<file path="src/rtl/id_ex_if.sv">
// ID -> EX pipeline register bundle: ID-side inputs, EX-side registered outputs and the upstream stall.
// With ID_EX_PERF_CNT_EN defined, the bundle also carries the stall/flush event counters.
interface id_ex_if #(
    parameter int XLEN  = 32,
    parameter int RADDR = 5
);
    logic             valid_in;
    logic [6:0]       opcode_in;
    logic             Regwrite_in;
    logic             ALUsrc_in;
    logic             Memtoreg_in;
    logic             Memread_in;
    logic             Memwrite_in;
    logic             Branch_in;
    logic [XLEN-1:0]  pc_in;
    logic [XLEN-1:0]  rs1_data_in;
    logic [XLEN-1:0]  rs2_data_in;
    logic [XLEN-1:0]  imm_in;
    logic [RADDR-1:0] rs1_in;
    logic [RADDR-1:0] rs2_in;
    logic [RADDR-1:0] rd_in;
    logic [2:0]       funct3_in;
    logic             funct7b5_in;
    logic             flush;

    logic             Regwrite_out;
    logic             ALUsrc_out;
    logic             Memtoreg_out;
    logic             Memread_out;
    logic             Memwrite_out;
    logic             Branch_out;
    logic [XLEN-1:0]  pc_out;
    logic [XLEN-1:0]  rs1_data_out;
    logic [XLEN-1:0]  rs2_data_out;
    logic [XLEN-1:0]  imm_out;
    logic [RADDR-1:0] rs1_out;
    logic [RADDR-1:0] rs2_out;
    logic [RADDR-1:0] rd_out;
    logic [2:0]       funct3_out;
    logic             funct7b5_out;
    logic             valid_out;
    logic             stall_out;

`ifdef ID_EX_PERF_CNT_EN
    logic [31:0]      stall_cnt;
    logic [31:0]      flush_cnt;

    modport master (
        output valid_in, opcode_in, Regwrite_in, ALUsrc_in, Memtoreg_in, Memread_in,
               Memwrite_in, Branch_in, pc_in, rs1_data_in, rs2_data_in, imm_in,
               rs1_in, rs2_in, rd_in, funct3_in, funct7b5_in, flush,
        input  Regwrite_out, ALUsrc_out, Memtoreg_out, Memread_out, Memwrite_out,
               Branch_out, pc_out, rs1_data_out, rs2_data_out, imm_out, rs1_out,
               rs2_out, rd_out, funct3_out, funct7b5_out, valid_out, stall_out,
               stall_cnt, flush_cnt
    );

    modport slave (
        input  valid_in, opcode_in, Regwrite_in, ALUsrc_in, Memtoreg_in, Memread_in,
               Memwrite_in, Branch_in, pc_in, rs1_data_in, rs2_data_in, imm_in,
               rs1_in, rs2_in, rd_in, funct3_in, funct7b5_in, flush,
        output Regwrite_out, ALUsrc_out, Memtoreg_out, Memread_out, Memwrite_out,
               Branch_out, pc_out, rs1_data_out, rs2_data_out, imm_out, rs1_out,
               rs2_out, rd_out, funct3_out, funct7b5_out, valid_out, stall_out,
               stall_cnt, flush_cnt
    );
`else
    modport master (
        output valid_in, opcode_in, Regwrite_in, ALUsrc_in, Memtoreg_in, Memread_in,
               Memwrite_in, Branch_in, pc_in, rs1_data_in, rs2_data_in, imm_in,
               rs1_in, rs2_in, rd_in, funct3_in, funct7b5_in, flush,
        input  Regwrite_out, ALUsrc_out, Memtoreg_out, Memread_out, Memwrite_out,
               Branch_out, pc_out, rs1_data_out, rs2_data_out, imm_out, rs1_out,
               rs2_out, rd_out, funct3_out, funct7b5_out, valid_out, stall_out
    );

    modport slave (
        input  valid_in, opcode_in, Regwrite_in, ALUsrc_in, Memtoreg_in, Memread_in,
               Memwrite_in, Branch_in, pc_in, rs1_data_in, rs2_data_in, imm_in,
               rs1_in, rs2_in, rd_in, funct3_in, funct7b5_in, flush,
        output Regwrite_out, ALUsrc_out, Memtoreg_out, Memread_out, Memwrite_out,
               Branch_out, pc_out, rs1_data_out, rs2_data_out, imm_out, rs1_out,
               rs2_out, rd_out, funct3_out, funct7b5_out, valid_out, stall_out
    );
`endif
endinterface

</file>
<file path="src/rtl/id_ex_stage.sv">
// RV32I ID/EX pipeline register with load-use hazard bubble/stall and taken-branch squash.
// Optional macro ID_EX_PERF_CNT_EN adds wrapping 32-bit stall/flush event counters.
module id_ex_stage #(
    parameter int XLEN  = 32,
    parameter int RADDR = 5
) (
    input  logic       clk,
    input  logic       rst,
    id_ex_if.slave     bus
);

    // Returns {rs1_used, rs2_used}; unrecognised opcodes use neither operand.
    function automatic logic [1:0] f_operand_use(input logic [6:0] i_op);
        logic [1:0] v_use;
        case (i_op)
            7'b0110111, 7'b0010111, 7'b1101111: v_use = 2'b00;
            7'b0110011, 7'b0100011, 7'b1100011: v_use = 2'b11;
            7'b0010011, 7'b0000011, 7'b1100111,
            7'b0001111, 7'b1110011:             v_use = 2'b10;
            default:                            v_use = 2'b00;
        endcase
        return v_use;
    endfunction

    logic             r_regwrite;
    logic             r_alusrc;
    logic             r_memtoreg;
    logic             r_memread;
    logic             r_memwrite;
    logic             r_branch;
    logic [XLEN-1:0]  r_pc;
    logic [XLEN-1:0]  r_rs1_data;
    logic [XLEN-1:0]  r_rs2_data;
    logic [XLEN-1:0]  r_imm;
    logic [RADDR-1:0] r_rs1;
    logic [RADDR-1:0] r_rs2;
    logic [RADDR-1:0] r_rd;
    logic [2:0]       r_funct3;
    logic             r_funct7b5;
    logic             r_valid;

    logic [1:0]       w_use;
    logic             w_rs1_hit;
    logic             w_rs2_hit;
    logic             w_hazard;
    logic             w_stall;
    logic             w_load;

    // Load-use hazard against the load currently sitting in EX.
    always_comb begin
        w_use     = f_operand_use(bus.opcode_in);
        w_rs1_hit = w_use[1] & (bus.rs1_in == r_rd);
        w_rs2_hit = w_use[0] & (bus.rs2_in == r_rd);
        w_hazard  = bus.valid_in & r_valid & r_memread & (r_rd != {RADDR{1'b0}})
                  & (w_rs1_hit | w_rs2_hit);
        w_stall   = w_hazard & ~bus.flush & ~rst;
        w_load    = bus.valid_in & ~bus.flush & ~w_hazard;
    end

    // Pipeline register: capture the ID instruction or load an all-zero bubble.
    always_ff @(posedge clk or posedge rst) begin
        if (rst) begin
            r_regwrite <= 1'b0;
            r_alusrc   <= 1'b0;
            r_memtoreg <= 1'b0;
            r_memread  <= 1'b0;
            r_memwrite <= 1'b0;
            r_branch   <= 1'b0;
            r_pc       <= {XLEN{1'b0}};
            r_rs1_data <= {XLEN{1'b0}};
            r_rs2_data <= {XLEN{1'b0}};
            r_imm      <= {XLEN{1'b0}};
            r_rs1      <= {RADDR{1'b0}};
            r_rs2      <= {RADDR{1'b0}};
            r_rd       <= {RADDR{1'b0}};
            r_funct3   <= 3'b000;
            r_funct7b5 <= 1'b0;
            r_valid    <= 1'b0;
        end else if (w_load) begin
            r_regwrite <= bus.Regwrite_in;
            r_alusrc   <= bus.ALUsrc_in;
            r_memtoreg <= bus.Memtoreg_in;
            r_memread  <= bus.Memread_in;
            r_memwrite <= bus.Memwrite_in;
            r_branch   <= bus.Branch_in;
            r_pc       <= bus.pc_in;
            r_rs1_data <= bus.rs1_data_in;
            r_rs2_data <= bus.rs2_data_in;
            r_imm      <= bus.imm_in;
            r_rs1      <= bus.rs1_in;
            r_rs2      <= bus.rs2_in;
            r_rd       <= bus.rd_in;
            r_funct3   <= bus.funct3_in;
            r_funct7b5 <= bus.funct7b5_in;
            r_valid    <= 1'b1;
        end else begin
            r_regwrite <= 1'b0;
            r_alusrc   <= 1'b0;
            r_memtoreg <= 1'b0;
            r_memread  <= 1'b0;
            r_memwrite <= 1'b0;
            r_branch   <= 1'b0;
            r_pc       <= {XLEN{1'b0}};
            r_rs1_data <= {XLEN{1'b0}};
            r_rs2_data <= {XLEN{1'b0}};
            r_imm      <= {XLEN{1'b0}};
            r_rs1      <= {RADDR{1'b0}};
            r_rs2      <= {RADDR{1'b0}};
            r_rd       <= {RADDR{1'b0}};
            r_funct3   <= 3'b000;
            r_funct7b5 <= 1'b0;
            r_valid    <= 1'b0;
        end
    end

`ifdef ID_EX_PERF_CNT_EN
    logic [31:0] r_stall_cnt;
    logic [31:0] r_flush_cnt;

    // Free-running event counters; natural 32-bit wrap.
    always_ff @(posedge clk or posedge rst) begin
        if (rst) begin
            r_stall_cnt <= 32'd0;
            r_flush_cnt <= 32'd0;
        end else begin
            r_stall_cnt <= w_stall   ? r_stall_cnt + 32'd1 : r_stall_cnt;
            r_flush_cnt <= bus.flush ? r_flush_cnt + 32'd1 : r_flush_cnt;
        end
    end

    assign bus.stall_cnt = r_stall_cnt;
    assign bus.flush_cnt = r_flush_cnt;
`endif

    assign bus.Regwrite_out = r_regwrite;
    assign bus.ALUsrc_out   = r_alusrc;
    assign bus.Memtoreg_out = r_memtoreg;
    assign bus.Memread_out  = r_memread;
    assign bus.Memwrite_out = r_memwrite;
    assign bus.Branch_out   = r_branch;
    assign bus.pc_out       = r_pc;
    assign bus.rs1_data_out = r_rs1_data;
    assign bus.rs2_data_out = r_rs2_data;
    assign bus.imm_out      = r_imm;
    assign bus.rs1_out      = r_rs1;
    assign bus.rs2_out      = r_rs2;
    assign bus.rd_out       = r_rd;
    assign bus.funct3_out   = r_funct3;
    assign bus.funct7b5_out = r_funct7b5;
    assign bus.valid_out    = r_valid;
    assign bus.stall_out    = w_stall;

endmodule

</file>
<file path="src/flat_wrapper.sv">
// flat-port wrapper written by rule: the top's interface ports become plain ports
module id_ex_stage_flat 
#(
    parameter int XLEN  = 32,
    parameter int RADDR = 5
)
  (clk, rst, bus_valid_in, bus_opcode_in, bus_Regwrite_in, bus_ALUsrc_in, bus_Memtoreg_in, bus_Memread_in, bus_Memwrite_in, bus_Branch_in, bus_pc_in, bus_rs1_data_in, bus_rs2_data_in, bus_imm_in, bus_rs1_in, bus_rs2_in, bus_rd_in, bus_funct3_in, bus_funct7b5_in, bus_flush, bus_Regwrite_out, bus_ALUsrc_out, bus_Memtoreg_out, bus_Memread_out, bus_Memwrite_out, bus_Branch_out, bus_pc_out, bus_rs1_data_out, bus_rs2_data_out, bus_imm_out, bus_rs1_out, bus_rs2_out, bus_rd_out, bus_funct3_out, bus_funct7b5_out, bus_valid_out, bus_stall_out);
  id_ex_if #(.XLEN(XLEN), .RADDR(RADDR)) bus_i ();
  input  logic clk;
  input  logic rst;
  input wire logic [$bits(bus_i.valid_in)-1:0] bus_valid_in;
  input wire logic [$bits(bus_i.opcode_in)-1:0] bus_opcode_in;
  input wire logic [$bits(bus_i.Regwrite_in)-1:0] bus_Regwrite_in;
  input wire logic [$bits(bus_i.ALUsrc_in)-1:0] bus_ALUsrc_in;
  input wire logic [$bits(bus_i.Memtoreg_in)-1:0] bus_Memtoreg_in;
  input wire logic [$bits(bus_i.Memread_in)-1:0] bus_Memread_in;
  input wire logic [$bits(bus_i.Memwrite_in)-1:0] bus_Memwrite_in;
  input wire logic [$bits(bus_i.Branch_in)-1:0] bus_Branch_in;
  input wire logic [$bits(bus_i.pc_in)-1:0] bus_pc_in;
  input wire logic [$bits(bus_i.rs1_data_in)-1:0] bus_rs1_data_in;
  input wire logic [$bits(bus_i.rs2_data_in)-1:0] bus_rs2_data_in;
  input wire logic [$bits(bus_i.imm_in)-1:0] bus_imm_in;
  input wire logic [$bits(bus_i.rs1_in)-1:0] bus_rs1_in;
  input wire logic [$bits(bus_i.rs2_in)-1:0] bus_rs2_in;
  input wire logic [$bits(bus_i.rd_in)-1:0] bus_rd_in;
  input wire logic [$bits(bus_i.funct3_in)-1:0] bus_funct3_in;
  input wire logic [$bits(bus_i.funct7b5_in)-1:0] bus_funct7b5_in;
  input wire logic [$bits(bus_i.flush)-1:0] bus_flush;
  output wire logic [$bits(bus_i.Regwrite_out)-1:0] bus_Regwrite_out;
  output wire logic [$bits(bus_i.ALUsrc_out)-1:0] bus_ALUsrc_out;
  output wire logic [$bits(bus_i.Memtoreg_out)-1:0] bus_Memtoreg_out;
  output wire logic [$bits(bus_i.Memread_out)-1:0] bus_Memread_out;
  output wire logic [$bits(bus_i.Memwrite_out)-1:0] bus_Memwrite_out;
  output wire logic [$bits(bus_i.Branch_out)-1:0] bus_Branch_out;
  output wire logic [$bits(bus_i.pc_out)-1:0] bus_pc_out;
  output wire logic [$bits(bus_i.rs1_data_out)-1:0] bus_rs1_data_out;
  output wire logic [$bits(bus_i.rs2_data_out)-1:0] bus_rs2_data_out;
  output wire logic [$bits(bus_i.imm_out)-1:0] bus_imm_out;
  output wire logic [$bits(bus_i.rs1_out)-1:0] bus_rs1_out;
  output wire logic [$bits(bus_i.rs2_out)-1:0] bus_rs2_out;
  output wire logic [$bits(bus_i.rd_out)-1:0] bus_rd_out;
  output wire logic [$bits(bus_i.funct3_out)-1:0] bus_funct3_out;
  output wire logic [$bits(bus_i.funct7b5_out)-1:0] bus_funct7b5_out;
  output wire logic [$bits(bus_i.valid_out)-1:0] bus_valid_out;
  output wire logic [$bits(bus_i.stall_out)-1:0] bus_stall_out;
  assign bus_i.valid_in = bus_valid_in;
  assign bus_i.opcode_in = bus_opcode_in;
  assign bus_i.Regwrite_in = bus_Regwrite_in;
  assign bus_i.ALUsrc_in = bus_ALUsrc_in;
  assign bus_i.Memtoreg_in = bus_Memtoreg_in;
  assign bus_i.Memread_in = bus_Memread_in;
  assign bus_i.Memwrite_in = bus_Memwrite_in;
  assign bus_i.Branch_in = bus_Branch_in;
  assign bus_i.pc_in = bus_pc_in;
  assign bus_i.rs1_data_in = bus_rs1_data_in;
  assign bus_i.rs2_data_in = bus_rs2_data_in;
  assign bus_i.imm_in = bus_imm_in;
  assign bus_i.rs1_in = bus_rs1_in;
  assign bus_i.rs2_in = bus_rs2_in;
  assign bus_i.rd_in = bus_rd_in;
  assign bus_i.funct3_in = bus_funct3_in;
  assign bus_i.funct7b5_in = bus_funct7b5_in;
  assign bus_i.flush = bus_flush;
  assign bus_Regwrite_out = bus_i.Regwrite_out;
  assign bus_ALUsrc_out = bus_i.ALUsrc_out;
  assign bus_Memtoreg_out = bus_i.Memtoreg_out;
  assign bus_Memread_out = bus_i.Memread_out;
  assign bus_Memwrite_out = bus_i.Memwrite_out;
  assign bus_Branch_out = bus_i.Branch_out;
  assign bus_pc_out = bus_i.pc_out;
  assign bus_rs1_data_out = bus_i.rs1_data_out;
  assign bus_rs2_data_out = bus_i.rs2_data_out;
  assign bus_imm_out = bus_i.imm_out;
  assign bus_rs1_out = bus_i.rs1_out;
  assign bus_rs2_out = bus_i.rs2_out;
  assign bus_rd_out = bus_i.rd_out;
  assign bus_funct3_out = bus_i.funct3_out;
  assign bus_funct7b5_out = bus_i.funct7b5_out;
  assign bus_valid_out = bus_i.valid_out;
  assign bus_stall_out = bus_i.stall_out;
  id_ex_stage #(.XLEN(XLEN), .RADDR(RADDR)) u_core (.clk(clk), .rst(rst), .bus(bus_i));
endmodule
</file>
<file path="config.mk">
export PLATFORM = sky130hd
export DESIGN_NAME = id_ex_stage_flat
export DESIGN_NICKNAME = d
export VERILOG_FILES = /design/src/rtl/id_ex_if.sv /design/src/rtl/id_ex_stage.sv /design/src/flat_wrapper.sv
export SDC_FILE = /design/constraint.sdc
export NUM_CORES = 1
export LEC_CHECK = 0
export BUFFER_PORTS_ARGS = -buffer_cell sky130_fd_sc_hd__buf_2
export CORE_AREA = 2 2 123 125
export DETAILED_ROUTE_END_ITERATION = 8
export DIE_AREA = 0 0 125 127
export PLACE_DENSITY = 0.76
export SETUP_SLACK_MARGIN = 0.3
export SLEW_MARGIN = 20
export SYNTH_ARGS = -nofsm -noshare
export SYNTH_HDL_FRONTEND = slang
export SYNTH_SLANG_ARGS = --single-unit
</file>
<file path="constraint.sdc">
create_clock -name clk -period 5.9 [get_ports clk]
set_input_delay 0.885 -clock clk [delete_from_list [all_inputs] [get_ports clk]]
set_output_delay 0.885 -clock clk [all_outputs]
set_load 0.02 [all_outputs]
</file>
Yosys cells after proc, flatten, opt, wreduce, memory -nomap -nowiden
Index checks and enable logic that the tools add are counted.
Widths: inputs -> output; s select.
{ "op_classes": {"n_reduce_logical": 3, "addsub": 0, "mul": 0, "eq_ne": 10, "bitwise": 14, "n_mux": 17, "n_lt_le_gt_ge": 0, "n_div": 0, "n_shift": 0} }
{ "op_table": {"columns": ["op", "count"], "rows": [
  ["$mux 32", 4],
  ["$eq 7x7->1 const B", 3],
  ["$mux 5", 3],
  ["$eq 7x6->1 const B", 2],
  ["$and 1x1->1", 10],
  ["$eq 5x5->1", 2],
  ["$mux 1", 8],
  ["$eq 7x2->1 const B", 1],
  ["$eq 7x4->1 const B", 1],
  ["$eq 7x5->1 const B", 1],
  ["$reduce_bool 5->1", 1],
  ["$reduce_or 5->1", 1],
  ["$pmux 2 s2", 1],
  ["$mux 3", 1],
  ["$not 1->1", 3],
  ["$reduce_or 3->1", 1],
  ["$or 1x1->1", 1]
]} }
{ "word_totals": {"output_inout_bits": 155, "mem_count": 0, "reg_bits": 154, "romBits": 0, "input_bits": 164, "latch_bits": 0, "mem_bits_rw": 0} }

Logic depth before layout (Yosys ltp)
Gate-level depths: netlist of run 1.
{ "depth": {"ltp_word": 9, "depth_mapped": 7, "ltp_nobuf": 4} }

Worst setup path before layout of run 1
Ideal clock, no wire load.
{ "synth_path": {"path_kind": "input port to output port", "start": "input bus_opcode_in[5]", "end": "output bus_stall_out", "required_ns": 5.015, "n_path_buf": 2, "path_slack_ns": 2.675, "stages": 5, "arrival_ns": 2.340, "path_cell_list": "or4_1 -> a211oi_1 -> buf_2 -> buf_4 -> o21a_1"} }
{ "synth_via": {"elab_chain_cells": 8, "word_cells_on_any_way": 17, "classes_between": "eq/ne (8); mux (1); bitwise (6); reduce/logical (2)"} }
{ "synth_lines": {"columns": ["item", "line_no", "rtl"], "rows": [
  ["from (decl)", "flat_wrapper.sv:12", "input wire logic [$bits(bus_i.opcode_in)-1:0] bus_opcode_in;"],
  ["$eq 7x5->1 (tied with other cells)", "id_ex_stage.sv:15", "case (i_op)"],
  ["$reduce_or 5->1 / $reduce_or 3->1 (equally long branches)", "id_ex_stage.sv:15", null],
  ["$pmux 2 s2 *", "id_ex_stage.sv:15", null],
  ["$and 1x1->1, on equally long branches", "id_ex_stage.sv:52, id_ex_stage.sv:53", null],
  ["$or 1x1->1 *", "id_ex_stage.sv:55", "& (w_rs1_hit | w_rs2_hit);"],
  ["$and 1x1->1 *", "id_ex_stage.sv:55", null],
  ["$and 1x1->1 * (2 in a row)", "id_ex_stage.sv:56", "w_stall = w_hazard & ~bus.flush & ~rst;"],
  ["to (decl)", "flat_wrapper.sv:45", "output wire logic [$bits(bus_i.stall_out)-1:0] bus_stall_out;"]
]} }
Mark *: on every way between the ends. The rest lies on a longest branch, timed or not.

Worst setup path in the final report of run 1
Ends and elaborated chain as after synthesis.

==> results.sh, run 1 <==
export IMPL_rr_worst_depth=5
export IMPL_area_delta_synth_final_pct=32.7
export IMPL_fp_dieW_um=125
export IMPL_seq_power_share=0.449
export IMPL_multiInputGateArea_um2=2360
export IMPL_synth_area_um2=6570
export IMPL_vias=5452
export IMPL_clock_sinks=154
export IMPL_fmax_ghz=0.282
export IMPL_regArea_um2=3850
export IMPL_firstDrtPassIters=5
export IMPL_clk_path_buf_depth=2
export IMPL_worstSkewPairLatency_ns=0.42
export IMPL_drtIter0Drc=578
export IMPL_rsz0062_at_grt="false"
export IMPL_core_area_um2=14400
export IMPL_tns_ns=0
export IMPL_die_area_um2=15900
export IMPL_post_cts_buffers=0
export IMPL_avgSynthCellArea_um2=11.7
export IMPL_syn_nets=726
export IMPL_grt_max_degree=100
export IMPL_place_inst=1003
export IMPL_drc=0
export IMPL_drtAntennaViolNets=0
export IMPL_gp_congestion=0.840
export IMPL_io_buffers=318
export IMPL_status="finished, final reports clean"
export IMPL_grt_pass1_vias=5311
export IMPL_internal_power_uw=1890
export IMPL_critPathLaunchType="input port"
export IMPL_layout_min_cycle_time_ns=3.55
export IMPL_setup_violations=0
export IMPL_critPathMaxFanout=13
export IMPL_powerDensity_nw_per_um2=284
export IMPL_gr_usage_all_layers=0.230
export IMPL_totalWireLength_um=18500
export IMPL_postSynthCellCount=562
export IMPL_slew_headroom=0.282
export IMPL_viasPerCell=5.29
export IMPL_cts_root_buf="clkbuf_16"
export IMPL_dp_hpwl_um=12100
export IMPL_cts_tree="built"
export IMPL_path_class="in -> out"
export IMPL_cts_repair_resized=0
export IMPL_worstMarginPinSlew_ns=1.08
export IMPL_synth_ff_latch_count=154
export IMPL_final_cells=1031
export IMPL_finalHoldViolCount=0
export IMPL_cts_htree_levels=4
export IMPL_routedWlPerCell_um=18.0
export IMPL_ys_seq_area_frac=0.587
export IMPL_std_cell_rows=44
export IMPL_initial_utilization=0.455
export IMPL_grt_pass1_wl_um=28800
export IMPL_crit_arrival_ns=2.66
export IMPL_ys_warn_count=0
export IMPL_p_clk_frac=0.444
export IMPL_switchingPower_uw=582
export IMPL_power_frac_comb=0.107
export IMPL_die_h_um=127
export IMPL_synth_cell_type_count=26
export IMPL_p_leak_uw=0.00452
export IMPL_drive_gt1_frac=0.495
export IMPL_fillers=1212
export IMPL_crit_required_ns=5.02
export IMPL_antenna_found_initial=0
export IMPL_skew_ns=0.00623
export IMPL_sw_frac_of_total=0.236
export IMPL_io_pins=319
export IMPL_maxSlewViolCount=0
export IMPL_antennaDiodeCount=0
export IMPL_end_kind="output pin"
export IMPL_min_period_over_period=0.601
export IMPL_hold_path_class="in -> async"
export IMPL_ir_worst_vdd_mv=0.189
export IMPL_fin_nets=1002
export IMPL_numCtsBuffers=17
export IMPL_cap_viol_max_count=0
export IMPL_grt_overflow=0
export IMPL_cts_hold_buf=0
export IMPL_clk_pin_slew_ns=0.06
final cells by class:
cell class                 count  area share
timing repair buffer         325       0.192
multi-input combinational    338       0.270
sequential                   154       0.442
clock inverter                 6      0.0132
inverter                       2     0.00144
clock buffer                  22      0.0544
tap                          184      0.0264
placed cells by master, fill, tap and decap left out, drive strengths merged:
| cell type | instances |
|---|---|
| bufinv | 3 |
| a211oi | 154 |
| nor4bb | 1 |
| o211a | 1 |
| buf | 325 |
| nand4 | 2 |
| o211ai | 1 |
| nand3 | 1 |
| a2111oi | 1 |
| and4 | 1 |
| nor2 | 3 |
| clkbuf | 22 |
| clkinvlp | 1 |
| or4 | 2 |
| nand3b | 13 |
| nand2 | 143 |
| inv | 3 |
| o21a | 1 |
| dfrtp | 154 |
| nor3 | 2 |
| a21oi | 1 |
| clkinv | 1 |
| nand2b | 1 |
| xnor2 | 10 |
power groups by stage:
stage	combinational (uW)	sequential [uW]	clock [uW]
after floorplan	86.2	1180	0
after global routing	287	1110	1170
after CTS	267	1110	1110
final	264	1110	1100
after global placement	263	1130	0
after detailed placement	266	1130	0
flip-flops by register name, summed over array words and instances, names as in the netlist:
name,count
u_core.bus.ALUsrc_out,1
u_core.bus.rs2_out,5
u_core.bus.Memwrite_out,1
u_core.bus.Regwrite_out,1
u_core.bus.pc_out,32
u_core.bus.Memread_out,1
u_core.bus.Branch_out,1
u_core.bus.funct3_out,3
u_core.bus.rs1_out,5
u_core.bus.rs2_data_out,32
u_core.bus.Memtoreg_out,1
u_core.bus.rs1_data_out,32
u_core.bus.rd_out,5
u_core.bus.valid_out,1
u_core.bus.funct7b5_out,1
u_core.bus.imm_out,32
per-stage QoR:
step / hold slack [ns] / worst slack, ns / instance area, um^2 / total power (uW) / utilization
floorplan: 1.00 / 0.865 / 6570 / 1270 / -
detailed placement: 0.998 / 2.33 / 8120 / 1390 / 0.563
CTS: 0.663 / 2.34 / 8710 / 2490 / 0.604
global placement: 0.992 / 2.36 / 8120 / 1390 / 0.563
global route: 0.665 / 2.26 / 8710 / 2570 / 0.604
finish: 0.623 / 2.35 / 8710 / 2470 / 0.604
final timing paths:
check / end / from / slack (ns)
min in group clk: u_core.bus.pc_out[24] / bus_pc_in[24] / 0.68
setup reg to reg: u_core.bus.rs1_data_out[27] / u_core.bus.rd_out[4] / 3.09
hold / removal: u_core.bus.rs2_out[1] / rst / 0.62
setup / recovery: bus_stall_out / bus_opcode_in[5] / 2.35
hold reg to reg: u_core.bus.rd_out[3] / u_core.bus.rd_out[3] / 1.01
max in group asynchronous: u_core.bus.rs2_data_out[30] / rst / 3.94
Yosys cell counts:
| library cell | n | area, um^2 |
|---|---|---|
| and4_1 | 1 | 8.76 |
| xnor2_1 | 10 | 87.6 |
| buf_2 | 13 | 65.1 |
| a211oi_1 | 94 | 706 |
| buf_4 | 11 | 82.6 |
| nor4bb_1 | 1 | 10.0 |
| nor3_1 | 2 | 10.0 |
| or4_1 | 1 | 7.51 |
| nand4_1 | 2 | 12.5 |
| buf_6 | 9 | 101 |
| inv_1 | 2 | 7.51 |
| o21a_1 | 1 | 7.51 |
| a21oi_1 | 1 | 5.00 |
| or4_4 | 1 | 11.3 |
| nand2b_1 | 1 | 6.26 |
| dfrtp_1 | 154 | 3850 |
| nand3b_1 | 13 | 97.6 |
| clkbuf_1 | 26 | 97.6 |
| a211oi_2 | 60 | 751 |
| nand2_1 | 143 | 537 |
| buf_1 | 9 | 33.8 |
| o211ai_2 | 1 | 12.5 |
| nand3_1 | 1 | 5.00 |
| a2111oi_4 | 1 | 27.5 |
| o211a_1 | 1 | 10.0 |
| nor2_1 | 3 | 11.3 |
critical path, cell delays in order:
cell and delay (ns):
buf_2 0.11, or4_1 0.57, a211oi_4 0.72, o21a_1 0.22, buf_2 0.16
metal layers:
layer  part of all wire  global-route usage  vias up  wire length [um]
li1                   -                   -     2549                 -
met1               0.40               0.286     2646              7340
met2               0.51               0.379      222              9380
met3              0.071              0.0741       35              1320
met4              0.026              0.0869        0               486
met5                  0                   0        -                 0
cell families (layout without fill, tap and decap cells):
group	count (synthesis)	in the layout	share of synthesized area
buffers and inverters	70	355	0.0591
and+or+nand+nor	169	169	0.109
xor gates and xnor gates	10	10	0.0133
AOI/OAI and AO/OA	159	159	0.231
DFF	154	154	0.587
(Power assumes the default switching activity.)
==> run 2, diff against run 1 <==
Settings changed: CORE_AREA 2 2 123 125 to default, CORE_UTILIZATION from default to 42, DIE_AREA 0 0 125 127 to default, PLACE_DENSITY 0.76 to 0.74.
Clock period 5.9 ns to 3.25 ns, I/O delays scaled along.
==> run 2 against run 1 <==
First-iteration DRC count decreased by 44%. Utilization decreased by 2.0 points. Clock power increased by 94%. Design area increased by 2.0%. Critical path type is now reg -> out. Final cell count increased by 1.1%. Power increased by 87%. Largest cell class unchanged.
==> results.sh, run 2 (same netlist as run 1, synthesis figures left out) <==
export IMPL_finalHoldViolCount=0
export IMPL_worstMarginPinSlew_ns=0.866
export IMPL_worstReg2RegEnd="u_core.bus.valid_out"
export IMPL_cts_root_buf="clkbuf_16"
export IMPL_power_uw=4620
export IMPL_crit_buf_inv=1
export IMPL_final_common_cell="buf_2"
export IMPL_fp_dieW_um=127
export IMPL_cap_viol_max_count=0
export IMPL_cts_hold_buf=0
export IMPL_seq_power_share=0.436
export IMPL_met1_length_um=7000
export IMPL_path_class="reg -> out"
export IMPL_clock_sinks=154
export IMPL_worstSkewPairLatency_ns=0.41
export IMPL_skew_ns=0.00809
export IMPL_grt_overflow=0
export IMPL_final_cells=1042
export IMPL_critPathTopFamily="simple AND/OR/NAND/NOR gates"
export IMPL_crit_path_max_incr_delay_ns=0.57
export IMPL_firstDrtPassIters=4
export IMPL_hold_path_class="in -> async"
export IMPL_reg2reg_setup_slack_ns=1.17
export IMPL_critPathLaunchType="flip-flop"
export IMPL_tns_ns=0
export IMPL_crit_arrival_ns=1.96
export IMPL_wl_met3_um=1220
export IMPL_internal_power_uw=3550
export IMPL_placed_area_um2=8240
export IMPL_rsz0062_at_grt="false"
export IMPL_setup_violations=0
export IMPL_initial_utilization=0.432
export IMPL_cpMaxStageDelayCell="or4_4"
export IMPL_drtIter0Drc=326
export IMPL_top_layer="met5"
export IMPL_clk_pin_slew_ns=0.06
export IMPL_switchingPower_uw=1070
export IMPL_final_cell_mix="buf_2 (318), dfrtp_1 (154), nand2_1 (143)"
export IMPL_drc=0
export IMPL_layout_min_cycle_time_ns=2.45
export IMPL_routedWlPerCell_um=16.7
export IMPL_crit_required_ns=2.76
export IMPL_dp_hpwl_um=11500
export IMPL_totalWireLength_um=17400
export IMPL_drive_gt1_frac=0.500
export IMPL_r2r_start="u_core.bus.rd_out[0]"
export IMPL_antennaDiodeCount=0
export IMPL_path_cells="or4_4 -> o211ai_2 -> nor3_1 -> o21a_1 -> buf_2"
export IMPL_design_area_um2=8880
export IMPL_die_area_um2=16100
export IMPL_end_kind="output pin"
export IMPL_antenna_found_initial=1
export IMPL_drtAntennaViolNets=0
export IMPL_p_clk_frac=0.461
export IMPL_gp_congestion=0.760
export IMPL_io_pins=319
export IMPL_ir_worst_vdd_mv=0.306
export IMPL_slew_headroom=0.423
export IMPL_std_cell_rows=45
export IMPL_fin_nets=1005
export IMPL_powerDensity_nw_per_um2=520
export IMPL_status="finished, final reports clean"
export IMPL_power_frac_comb=0.104
export IMPL_cts_htree_levels=4
export IMPL_post_cts_buffers=0
export IMPL_grt_pass1_wl_um=27300
export IMPL_grt_max_degree=155
export IMPL_cts_repair_resized=0
export IMPL_io_buffers=318
export IMPL_rr_worst_depth=4
export IMPL_clk_path_buf_depth=2
export IMPL_min_period_over_period=0.754
export IMPL_cts_tree="built"
export IMPL_viasPerCell=5.20
export IMPL_dp_slack_ns=0.851
export IMPL_vias=5414
export IMPL_grt_pass1_vias=5325
export IMPL_core_area_um2=15200
export IMPL_critPathMaxFanout=4
export IMPL_fmax_ghz=0.408
export IMPL_p_leak_uw=0.00458
export IMPL_wl_met2_um=8800
export IMPL_sw_frac_of_total=0.232
export IMPL_worst_slack_ns=0.800
export IMPL_place_inst=1010
export IMPL_die_h_um=127
export IMPL_gr_usage_all_layers=0.217
export IMPL_numCtsBuffers=17
export IMPL_area_delta_synth_final_pct=35.3
export IMPL_maxSlewViolCount=0
run 2: how the worst max path moves through the flow:
stage | endpoint | from | slack (ns) | cells after the start
after floorplan | u_core.bus.ALUsrc_out | rst | 0.82 | 1
after global placement | bus_stall_out | bus_opcode_in[5] | 0.87 | 5
after detailed placement | bus_stall_out | bus_opcode_in[5] | 0.85 | 5
after CTS | bus_stall_out | u_core.bus.rd_out[0] | 0.78 | 5
after global routing | bus_stall_out | u_core.bus.rd_out[0] | 0.72 | 5
final | bus_stall_out | u_core.bus.rd_out[0] | 0.80 | 5
run 2: per-layer routing:
layer / GRT usage / vias up
met1: 0.259 / 2609
met2: 0.367 / 218
met3: 0.0632 / 31
met5: 0 / -
li1: - / 2554
met4: 0.0903 / 2
run 2: power by group through the flow:
stage	registers [uW]	clock network (uW)	logic (uW)
detailed placement	2050	0	485
finish	2010	2130	478
global route	2020	2240	523
CTS	2010	2170	487
global placement	2050	0	480
floorplan	2140	0	157
run 2: through the flow:
step / hold WS [ns] / utilization
floorplan: 0.602 / -
finish: 0.258 / 0.584
global placement: 0.706 / 0.542
detailed placement: 0.711 / 0.542
global route: 0.269 / 0.584
CTS: 0.265 / 0.584
run 2: tightest hold or removal path: cells and delay by family:
kind / cells / cell delay, ns
buf+inv: 3 / 0.68
run 2: layout make-up:
class / count / area (um^2)
multi-input combinational: 338 / 2360
clock inverter: 10 / 164
sequential: 154 / 3850
fill: 1306 / 6320
clock buffer: 22 / 484
inverter: 2 / 11.3
tap: 188 / 235
timing repair buffer: 328 / 1780
